File: src/rtl/dmem_arbiter_if.sv
// ---------------------------------------------------------------------------
// dmem_arbiter_if
//   Bundles the two requester ports (LSU = port 0, DMA/debug = port 1) and the
//   data-memory port that the arbiter drives.
//
//   Requester side : req_x, we_x, addr_x, wdata_x  -> arbiter
//                    gnt_x, done_x, rdata_x        <- arbiter
//   Status         : busy                          <- arbiter
//   Memory side    : addr_data_m, mem_we, in_data_m <- arbiter
//                    out_data_m                     -> arbiter
//
//   slave  : view taken by the arbiter
//   master : view taken by whatever drives the requests and models the memory
// ---------------------------------------------------------------------------
interface dmem_arbiter_if #(
  parameter int ADDR_W = 8,
  parameter int DATA_W = 32
);
  logic              req_0;
  logic              req_1;
  logic              we_0;
  logic              we_1;
  logic [ADDR_W-1:0] addr_0;
  logic [ADDR_W-1:0] addr_1;
  logic [DATA_W-1:0] wdata_0;
  logic [DATA_W-1:0] wdata_1;

  logic              gnt_0;
  logic              gnt_1;
  logic              done_0;
  logic              done_1;
  logic [DATA_W-1:0] rdata_0;
  logic [DATA_W-1:0] rdata_1;
  logic              busy;

  logic [ADDR_W-1:0] addr_data_m;
  logic              mem_we;
  logic [DATA_W-1:0] in_data_m;
  logic [DATA_W-1:0] out_data_m;

  modport slave (
    input  req_0, req_1, we_0, we_1, addr_0, addr_1, wdata_0, wdata_1,
    input  out_data_m,
    output gnt_0, gnt_1, done_0, done_1, rdata_0, rdata_1, busy,
    output addr_data_m, mem_we, in_data_m
  );

  modport master (
    output req_0, req_1, we_0, we_1, addr_0, addr_1, wdata_0, wdata_1,
    output out_data_m,
    input  gnt_0, gnt_1, done_0, done_1, rdata_0, rdata_1, busy,
    input  addr_data_m, mem_we, in_data_m
  );
endinterface

File: src/rtl/dmem_arbiter.sv
// ---------------------------------------------------------------------------
// dmem_arbiter
//   Shares the single port of the 256x32 data memory between the LSU (port 0)
//   and a DMA/debug master (port 1) using round-robin priority. Each access
//   runs IDLE/DONE -> ISSUE -> [WAIT] -> DONE, with a one-cycle GNT pulse in
//   ISSUE and a one-cycle DONE pulse when the access completes.
//
//   Ports
//     clk_i   : clock, all state changes on the rising edge
//     rst_ni  : synchronous active-low reset
//     bus     : dmem_arbiter_if.slave (requester ports + memory port)
//
//   Parameters
//     ADDR_W   : memory word-address width
//     DATA_W   : data width
//     READ_LAT : cycles from address presentation to valid read data (1..4)
// ---------------------------------------------------------------------------
module dmem_arbiter #(
  parameter int ADDR_W   = 8,
  parameter int DATA_W   = 32,
  parameter int READ_LAT = 1
) (
  input  logic                  clk_i,
  input  logic                  rst_ni,
  dmem_arbiter_if.slave         bus
);

  typedef enum logic [1:0] {IDLE, ISSUE, WAIT, DONE} state_e;

  // Value of the wait counter on the last WAIT cycle (READ_LAT-1 cycles total).
  localparam logic [1:0] WAIT_LAST = (READ_LAT > 1) ? 2'(READ_LAT - 2) : 2'd0;

  state_e            state_q, state_d;
  logic              pri_q, pri_d;
  logic              port_q, port_d;
  logic              we_q, we_d;
  logic [ADDR_W-1:0] addr_q, addr_d;
  logic [DATA_W-1:0] wdata_q, wdata_d;
  logic [1:0]        cnt_q, cnt_d;
  logic [DATA_W-1:0] rdata0_q, rdata0_d;
  logic [DATA_W-1:0] rdata1_q, rdata1_d;

  logic anyReq;
  logic winner;

  // A lone requester always wins; on a tie the priority pointer decides.
  assign anyReq = bus.req_0 | bus.req_1;
  assign winner = (bus.req_0 & bus.req_1) ? pri_q : bus.req_1;

  always_ff @(posedge clk_i) begin
    if (!rst_ni) begin
      state_q  <= IDLE;
      pri_q    <= 1'b0;
      port_q   <= 1'b0;
      we_q     <= 1'b0;
      addr_q   <= '0;
      wdata_q  <= '0;
      cnt_q    <= 2'd0;
      rdata0_q <= '0;
      rdata1_q <= '0;
    end else begin
      state_q  <= state_d;
      pri_q    <= pri_d;
      port_q   <= port_d;
      we_q     <= we_d;
      addr_q   <= addr_d;
      wdata_q  <= wdata_d;
      cnt_q    <= cnt_d;
      rdata0_q <= rdata0_d;
      rdata1_q <= rdata1_d;
    end
  end

  always_comb begin
    state_d  = state_q;
    pri_d    = pri_q;
    port_d   = port_q;
    we_d     = we_q;
    addr_d   = addr_q;
    wdata_d  = wdata_q;
    cnt_d    = cnt_q;
    rdata0_d = rdata0_q;
    rdata1_d = rdata1_q;

    unique case (state_q)
      // IDLE and DONE are both arbitration points; the latched address and
      // write data go straight onto the memory bus for the ISSUE cycle.
      IDLE, DONE: begin
        if (anyReq) begin
          state_d = ISSUE;
          port_d  = winner;
          pri_d   = ~winner;
          we_d    = winner ? bus.we_1    : bus.we_0;
          addr_d  = winner ? bus.addr_1  : bus.addr_0;
          wdata_d = winner ? bus.wdata_1 : bus.wdata_0;
        end else begin
          state_d = IDLE;
        end
      end

      ISSUE: begin
        if (we_q) begin
          state_d = DONE;
        end else if (READ_LAT == 1) begin
          state_d = DONE;
          if (port_q) rdata1_d = bus.out_data_m;
          else        rdata0_d = bus.out_data_m;
        end else begin
          state_d = WAIT;
          cnt_d   = 2'd0;
        end
      end

      WAIT: begin
        if (cnt_q == WAIT_LAST) begin
          state_d = DONE;
          if (port_q) rdata1_d = bus.out_data_m;
          else        rdata0_d = bus.out_data_m;
        end else begin
          cnt_d = cnt_q + 2'd1;
        end
      end

      default: state_d = IDLE;
    endcase
  end

  assign bus.gnt_0       = (state_q == ISSUE) & ~port_q;
  assign bus.gnt_1       = (state_q == ISSUE) &  port_q;
  assign bus.done_0      = (state_q == DONE)  & ~port_q;
  assign bus.done_1      = (state_q == DONE)  &  port_q;
  assign bus.busy        = (state_q != IDLE);
  assign bus.mem_we      = (state_q == ISSUE) & we_q;
  assign bus.addr_data_m = addr_q;
  assign bus.in_data_m   = wdata_q;
  assign bus.rdata_0     = rdata0_q;
  assign bus.rdata_1     = rdata1_q;

endmodule

File: src/flat_wrapper.sv
// flat-port wrapper written by rule: the top's interface ports become plain ports
module dmem_arbiter_flat 
#(
  parameter int ADDR_W   = 8,
  parameter int DATA_W   = 32,
  parameter int READ_LAT = 1
)
  (clk_i, rst_ni, bus_req_0, bus_req_1, bus_we_0, bus_we_1, bus_addr_0, bus_addr_1, bus_wdata_0, bus_wdata_1, bus_out_data_m, bus_gnt_0, bus_gnt_1, bus_done_0, bus_done_1, bus_rdata_0, bus_rdata_1, bus_busy, bus_addr_data_m, bus_mem_we, bus_in_data_m);
  dmem_arbiter_if #(.ADDR_W(ADDR_W), .DATA_W(DATA_W)) bus_i ();
  input  logic clk_i;
  input  logic rst_ni;
  input wire logic [$bits(bus_i.req_0)-1:0] bus_req_0;
  input wire logic [$bits(bus_i.req_1)-1:0] bus_req_1;
  input wire logic [$bits(bus_i.we_0)-1:0] bus_we_0;
  input wire logic [$bits(bus_i.we_1)-1:0] bus_we_1;
  input wire logic [$bits(bus_i.addr_0)-1:0] bus_addr_0;
  input wire logic [$bits(bus_i.addr_1)-1:0] bus_addr_1;
  input wire logic [$bits(bus_i.wdata_0)-1:0] bus_wdata_0;
  input wire logic [$bits(bus_i.wdata_1)-1:0] bus_wdata_1;
  input wire logic [$bits(bus_i.out_data_m)-1:0] bus_out_data_m;
  output wire logic [$bits(bus_i.gnt_0)-1:0] bus_gnt_0;
  output wire logic [$bits(bus_i.gnt_1)-1:0] bus_gnt_1;
  output wire logic [$bits(bus_i.done_0)-1:0] bus_done_0;
  output wire logic [$bits(bus_i.done_1)-1:0] bus_done_1;
  output wire logic [$bits(bus_i.rdata_0)-1:0] bus_rdata_0;
  output wire logic [$bits(bus_i.rdata_1)-1:0] bus_rdata_1;
  output wire logic [$bits(bus_i.busy)-1:0] bus_busy;
  output wire logic [$bits(bus_i.addr_data_m)-1:0] bus_addr_data_m;
  output wire logic [$bits(bus_i.mem_we)-1:0] bus_mem_we;
  output wire logic [$bits(bus_i.in_data_m)-1:0] bus_in_data_m;
  assign bus_i.req_0 = bus_req_0;
  assign bus_i.req_1 = bus_req_1;
  assign bus_i.we_0 = bus_we_0;
  assign bus_i.we_1 = bus_we_1;
  assign bus_i.addr_0 = bus_addr_0;
  assign bus_i.addr_1 = bus_addr_1;
  assign bus_i.wdata_0 = bus_wdata_0;
  assign bus_i.wdata_1 = bus_wdata_1;
  assign bus_i.out_data_m = bus_out_data_m;
  assign bus_gnt_0 = bus_i.gnt_0;
  assign bus_gnt_1 = bus_i.gnt_1;
  assign bus_done_0 = bus_i.done_0;
  assign bus_done_1 = bus_i.done_1;
  assign bus_rdata_0 = bus_i.rdata_0;
  assign bus_rdata_1 = bus_i.rdata_1;
  assign bus_busy = bus_i.busy;
  assign bus_addr_data_m = bus_i.addr_data_m;
  assign bus_mem_we = bus_i.mem_we;
  assign bus_in_data_m = bus_i.in_data_m;
  dmem_arbiter #(.ADDR_W(ADDR_W), .DATA_W(DATA_W), .READ_LAT(READ_LAT)) u_core (.clk_i(clk_i), .rst_ni(rst_ni), .bus(bus_i));
endmodule
File: config.mk
export PLATFORM = sky130hd
export DESIGN_NAME = dmem_arbiter_flat
export DESIGN_NICKNAME = d
export VERILOG_FILES = /design/src/rtl/dmem_arbiter_if.sv /design/src/rtl/dmem_arbiter.sv /design/src/flat_wrapper.sv
export SDC_FILE = /design/constraint.sdc
export NUM_CORES = 1
export LEC_CHECK = 0
export BUFFER_PORTS_ARGS = -buffer_cell sky130_fd_sc_hd__buf_2
export CAP_MARGIN = 15
export CELL_PAD_IN_SITES_DETAIL_PLACEMENT = 1
export CELL_PAD_IN_SITES_GLOBAL_PLACEMENT = 1
export CORE_ASPECT_RATIO = 1.25
export CORE_MARGIN = 1.5
export CORE_UTILIZATION = 25
export CTS_CLUSTER_SIZE = 14
export DETAILED_ROUTE_END_ITERATION = 16
export PLACE_DENSITY = 0.73
export SETUP_SLACK_MARGIN = 0.4
export SLEW_MARGIN = 20
export SYNTH_ARGS = -nofsm -noshare
export SYNTH_HDL_FRONTEND = slang
export SYNTH_SLANG_ARGS = --single-unit
File: constraint.sdc
create_clock -name clk_i -period 2.25 [get_ports clk_i]
set_input_delay 0.3375 -clock clk_i [delete_from_list [all_inputs] [get_ports clk_i]]
set_output_delay 0.3375 -clock clk_i [all_outputs]
set_load 0.01 [all_outputs]
Yosys cells after proc, flatten, opt, wreduce, memory -nomap -nowiden --
Index checks and enable logic that the tools add are counted.
Cells by class: add/sub/neg operators 1, equality and inequality tests 5, multiplexer cells 15, bitwise gates (word level) 10, reductions and logical operators 8
Operator list (count):
- 32-bit two-way mux | 7
- 32-bit case mux with 2 select lines | 2
- 8-bit two-way mux | 1
- 1-bit bitwise AND | 6
- 2-bit case mux with 3 select lines | 1
- 2-bit == test (second input constant) | 2
- 2-bit zero test | 2
- 2-bit AND reduction | 2
- 2-bit nonzero test | 2
- 1-bit two-way mux | 3
- 1-bit NOT | 3
- 3-bit AND reduction | 1
- 2-bit by 1-bit adder with 2-bit output (second input constant) | 1
- 2-bit by 1-bit == test with 1-bit output (second input constant) | 1
- 2-bit two-way mux | 1
- 2-bit by 1-bit != test with 1-bit output (second input constant) | 1
- 2-bit != test (second input constant) | 1
- 2-bit OR reduction | 1
- 1-bit bitwise OR | 1
Word-level totals: register bits 111, input bits 118, output and inout port bits 110, logic and storage cells 48

Logic depth before layout (Yosys ltp) --
depth in word-level cells 3, gate-level depth with buffers 8, depth with buffers taken out 5

Least setup slack after synthesis --
Ideal clock, no wire load.
path kind reg2reg, start register u_core.state_q[0], end register u_core.addr_q[0], in the netlist u_core.bus.addr_data_m[0], setup time 0.122 ns, arrival 1.586 ns, required time 2.128 ns, slack 0.543 ns, stages on the path, launching flop included 9, buffers on the path 3, clock period less this slack 1.707 ns, path through dfxtp_1 inv_1 ha_1 buf_4 nor2b_1 and3_1 buf_6 buf_6 a221o_1
Between the ends: word-level cells in the longest chain between the ends 3, elaborated cells on any way between the ends 4, those cells by class eq/ne: 1; reduce/logical: 3
RTL lines:
- from (decl) | RTL line dmem_arbiter.sv:33 | state_e state_q, state_d;
- from (signal assigned) | RTL line dmem_arbiter.sv:62 | state_q <= state_d;
- 2-bit == test / 2-bit zero test (equally long branches) | RTL line dmem_arbiter.sv:85 | unique case (state_q)
- 2-bit OR reduction * | RTL line dmem_arbiter.sv:85
- 2-bit AND reduction (no line) *
- to (signal assigned) | RTL line dmem_arbiter.sv:66 | addr_q <= addr_d;
- to (decl) | RTL line dmem_arbiter.sv:37 | logic [ADDR_W-1:0] addr_q, addr_d;
Mark *: on every way between the ends. The rest lies on a longest branch, timed or not. A chain may end at the register's enable or synchronous reset.

Worst setup path after layout --
start register u_core.state_q[0], end register u_core.addr_q[2], in the netlist u_core.bus.addr_data_m[2]
The elaborated chain is that of the path after synthesis.

==> results.json <==
{
  "crit_fanout": 41,
  "peakVddDrop_uv": 421,
  "pre_cts_slack_ns": 0.300,
  "switchingPower_uw": 1460,
  "path_clk_slew_ns": 0.08,
  "synth_nets": 555,
  "wl_um": 13600,
  "endpoint_kind": "register",
  "grt_pass1_wl_um": 21000,
  "htreeDepth": 3,
  "cts_setup_buffers": 0,
  "whs_ns": 0.212,
  "pwr-share-seq": 0.454,
  "cts_buffers": 9,
  "synth-seq-area-share": 0.498,
  "grt_usage": 0.141,
  "place_hpwl_um": 9630,
  "routed_via_density": 4.63,
  "gp_congestion": 0.741,
  "tritoncts": "done",
  "ys.flop_type": "dfxtp_1",
  "io_pins": 228,
  "rsz0062_at_grt": "no",
  "p_leak_uw": 0.00292,
  "swShare": 0.289,
  "floorplan.die_area_um2": 18700,
  "outcome": "finished clean",
  "area_growth_pct": 36.9,
  "wl_per_cell_um": 15.6,
  "startpoint_type": "register",
  "syn-instance-count": 432,
  "finalHoldViolCount": 0,
  "fin_setup_tns_ns": 0,
  "yosysWarnings": 0,
  "skew_ns": 0.0134,
  "timing.fmax_mhz": 584,
  "drv_slew": 0,
  "grt_max_degree": 101,
  "hold_path_class": "in -> reg",
  "port_buffers": 227,
  "setup_viol": 0,
  "finalWorstSetupSlack_ns": 0.537,
  "worstMarginPinSlew_ns": 0.466,
  "critPathArrivalTime_ns": 1.94,
  "die_height_um": 152,
  "async_flop_share": 0,
  "core-area_um2": 17500,
  "drc": 0,
  "antenna_left": 0,
  "drt_first_iter_violations": 86,
  "fin_crit_ns": 1.71,
  "rows": 54,
  "overflow": 0,
  "first_pass_iters": 4,
  "grt_pass1_vias": 4169,
  "cts-root-buf": "clkbuf_16",
  "reg2reg_setup_slack_ns": 0.54,
  "die_width_um": 123,
  "synth-edff-count": 0,
  "cts_max_path_buffers": 2,
  "synth_area_um2": 4470,
  "path_class": "reg -> reg",
  "maxCapViolCount": 0,
  "critPathRequiredTime_ns": 2.48,
  "ys_ff_latch": 111,
  "synth.avg_cell_area_um2": 10.3,
  "grt_antenna_before_repair": 0,
  "synth.distinct_cells": 27,
  "clock_sinks": 111,
  "routed-via-count": 4021,
  "combPwrFrac": 0.208,
  "antennaDiodeCount": 0,
  "period_share": 0.761,
  "hold_buffers": 0,
  "insertion_delay_ns": 0.35,
  "nets": 763,
  "initial_utilization": 0.255,
  "p_per_area_nw_per_um2": 827,
  "clock_power_share": 0.338,
  "p_int_uw": 3590,
  "drive_above_1_share": 0.402,
  "max_slew_margin": 0.689
}
[logic make-up after synthesis]
kind of cell | after synthesis | synth area share
and+or+nand+nor | 158 | 0.180
DFF | 111 | 0.498
muxes | 67 | 0.150
AOI/OAI and AO/OA | 45 | 0.0975
buffers and inverters | 45 | 0.0580
adders and majority gates | 5 | 0.0140
xor gates and xnor gates | 1 | 0.00196
[path summary, 6_finish.rpt]
kind,cells after the start,startpoint,endpoint
max,6,u_core.state_q[0],u_core.bus.addr_data_m[2]
min,2,bus_addr_1[0],u_core.bus.addr_data_m[0]
min reg2reg,2,u_core.bus.rdata_1[9],u_core.bus.rdata_1[9]
max reg2reg,6,u_core.state_q[0],u_core.bus.addr_data_m[2]
[synth_stat cells (3+ instances only)]
master      n  area (µm²)
a221o_1    41         410
inv_1       6        22.5
buf_2       9        45.0
buf_1       4        15.0
nand2b_1    3        18.8
nand2_1    97         364
and2_1      4        25.0
clkbuf_1   14        52.6
nor3b_1    41         308
nor2b_1     7        43.8
dfxtp_1   111        2220
ha_1        5        62.6
mux2i_1    66         661
buf_4       3        22.5
buf_6       9         101
[area by class of cell]
type                       instances  area, µm²
fill                            2080      11400
sequential                       111       2220
multi-input combinational        276       2000
timing repair buffer             236       1270
tap                              224        280
clock buffer                      10        239
clock inverter                     6       77.6
inverter                           6       22.5
[sequential cells by signal (all words and copies together), names as in the netlist]
name / flops
u_core.bus.rdata_1: 32
u_core.bus.addr_data_m: 8
u_core.bus.in_data_m: 32
u_core.pri_q: 1
u_core.we_q: 1
u_core.state_q: 2
u_core.port_q: 1
u_core.bus.rdata_0: 32
u_core.cnt_q: 2
[placed cells by master (no fill, tap or decap), drive strengths merged, types with 2 or more instances in the layout]
master	n
buf	235
dfxtp	111
nand2	97
mux2i	66
nor3b	41
a221o	41
clkbuf	11
inv	8
nor2b	7
ha	5
and2	4
nand2b	3
clkinv	2
[repair_timing]
item,4_1_cts,5_1_grt
gates cloned,0,1
gates resized for setup,4,4
setup endpoints to repair,42,50
[layer usage]
layer / GRT usage / part of all wire
met1: 0.150 / 0.40
met2: 0.255 / 0.49
met3: 0.0595 / 0.098
met4: 0.0327 / 0.0077
met5: 0 / 0
[power groups by stage]
stage	sequential, µW	combinational (µW)	clock (µW)
after CTS	2300	1060	1790
after global routing	2330	1150	1860
after global placement	2340	1040	0
final	2300	1050	1710
after floorplan	2430	526	0
after detailed placement	2340	1050	0
[stage by stage]
step / cell area (µm²) / util / power (µW) / std cells
finish: 6110 / 0.349 / 5060 / 869
floorplan: 4470 / - / 2950 / 432
global placement: 5750 / 0.328 / 3370 / 852
CTS: 6080 / 0.347 / 5150 / 868
detailed placement: 5750 / 0.328 / 3400 / 852
global route: 6110 / 0.349 / 5340 / 869
[worst max-delay path, cell delays in order (launching register included)]
cell,delay [ns]
dfxtp_2,0.36
inv_1,0.09
ha_4,0.31
nor2b_1,0.07
and3_1,0.18
buf_8,0.19
a221o_1,0.38
Power figures use the tool's default switching activity.
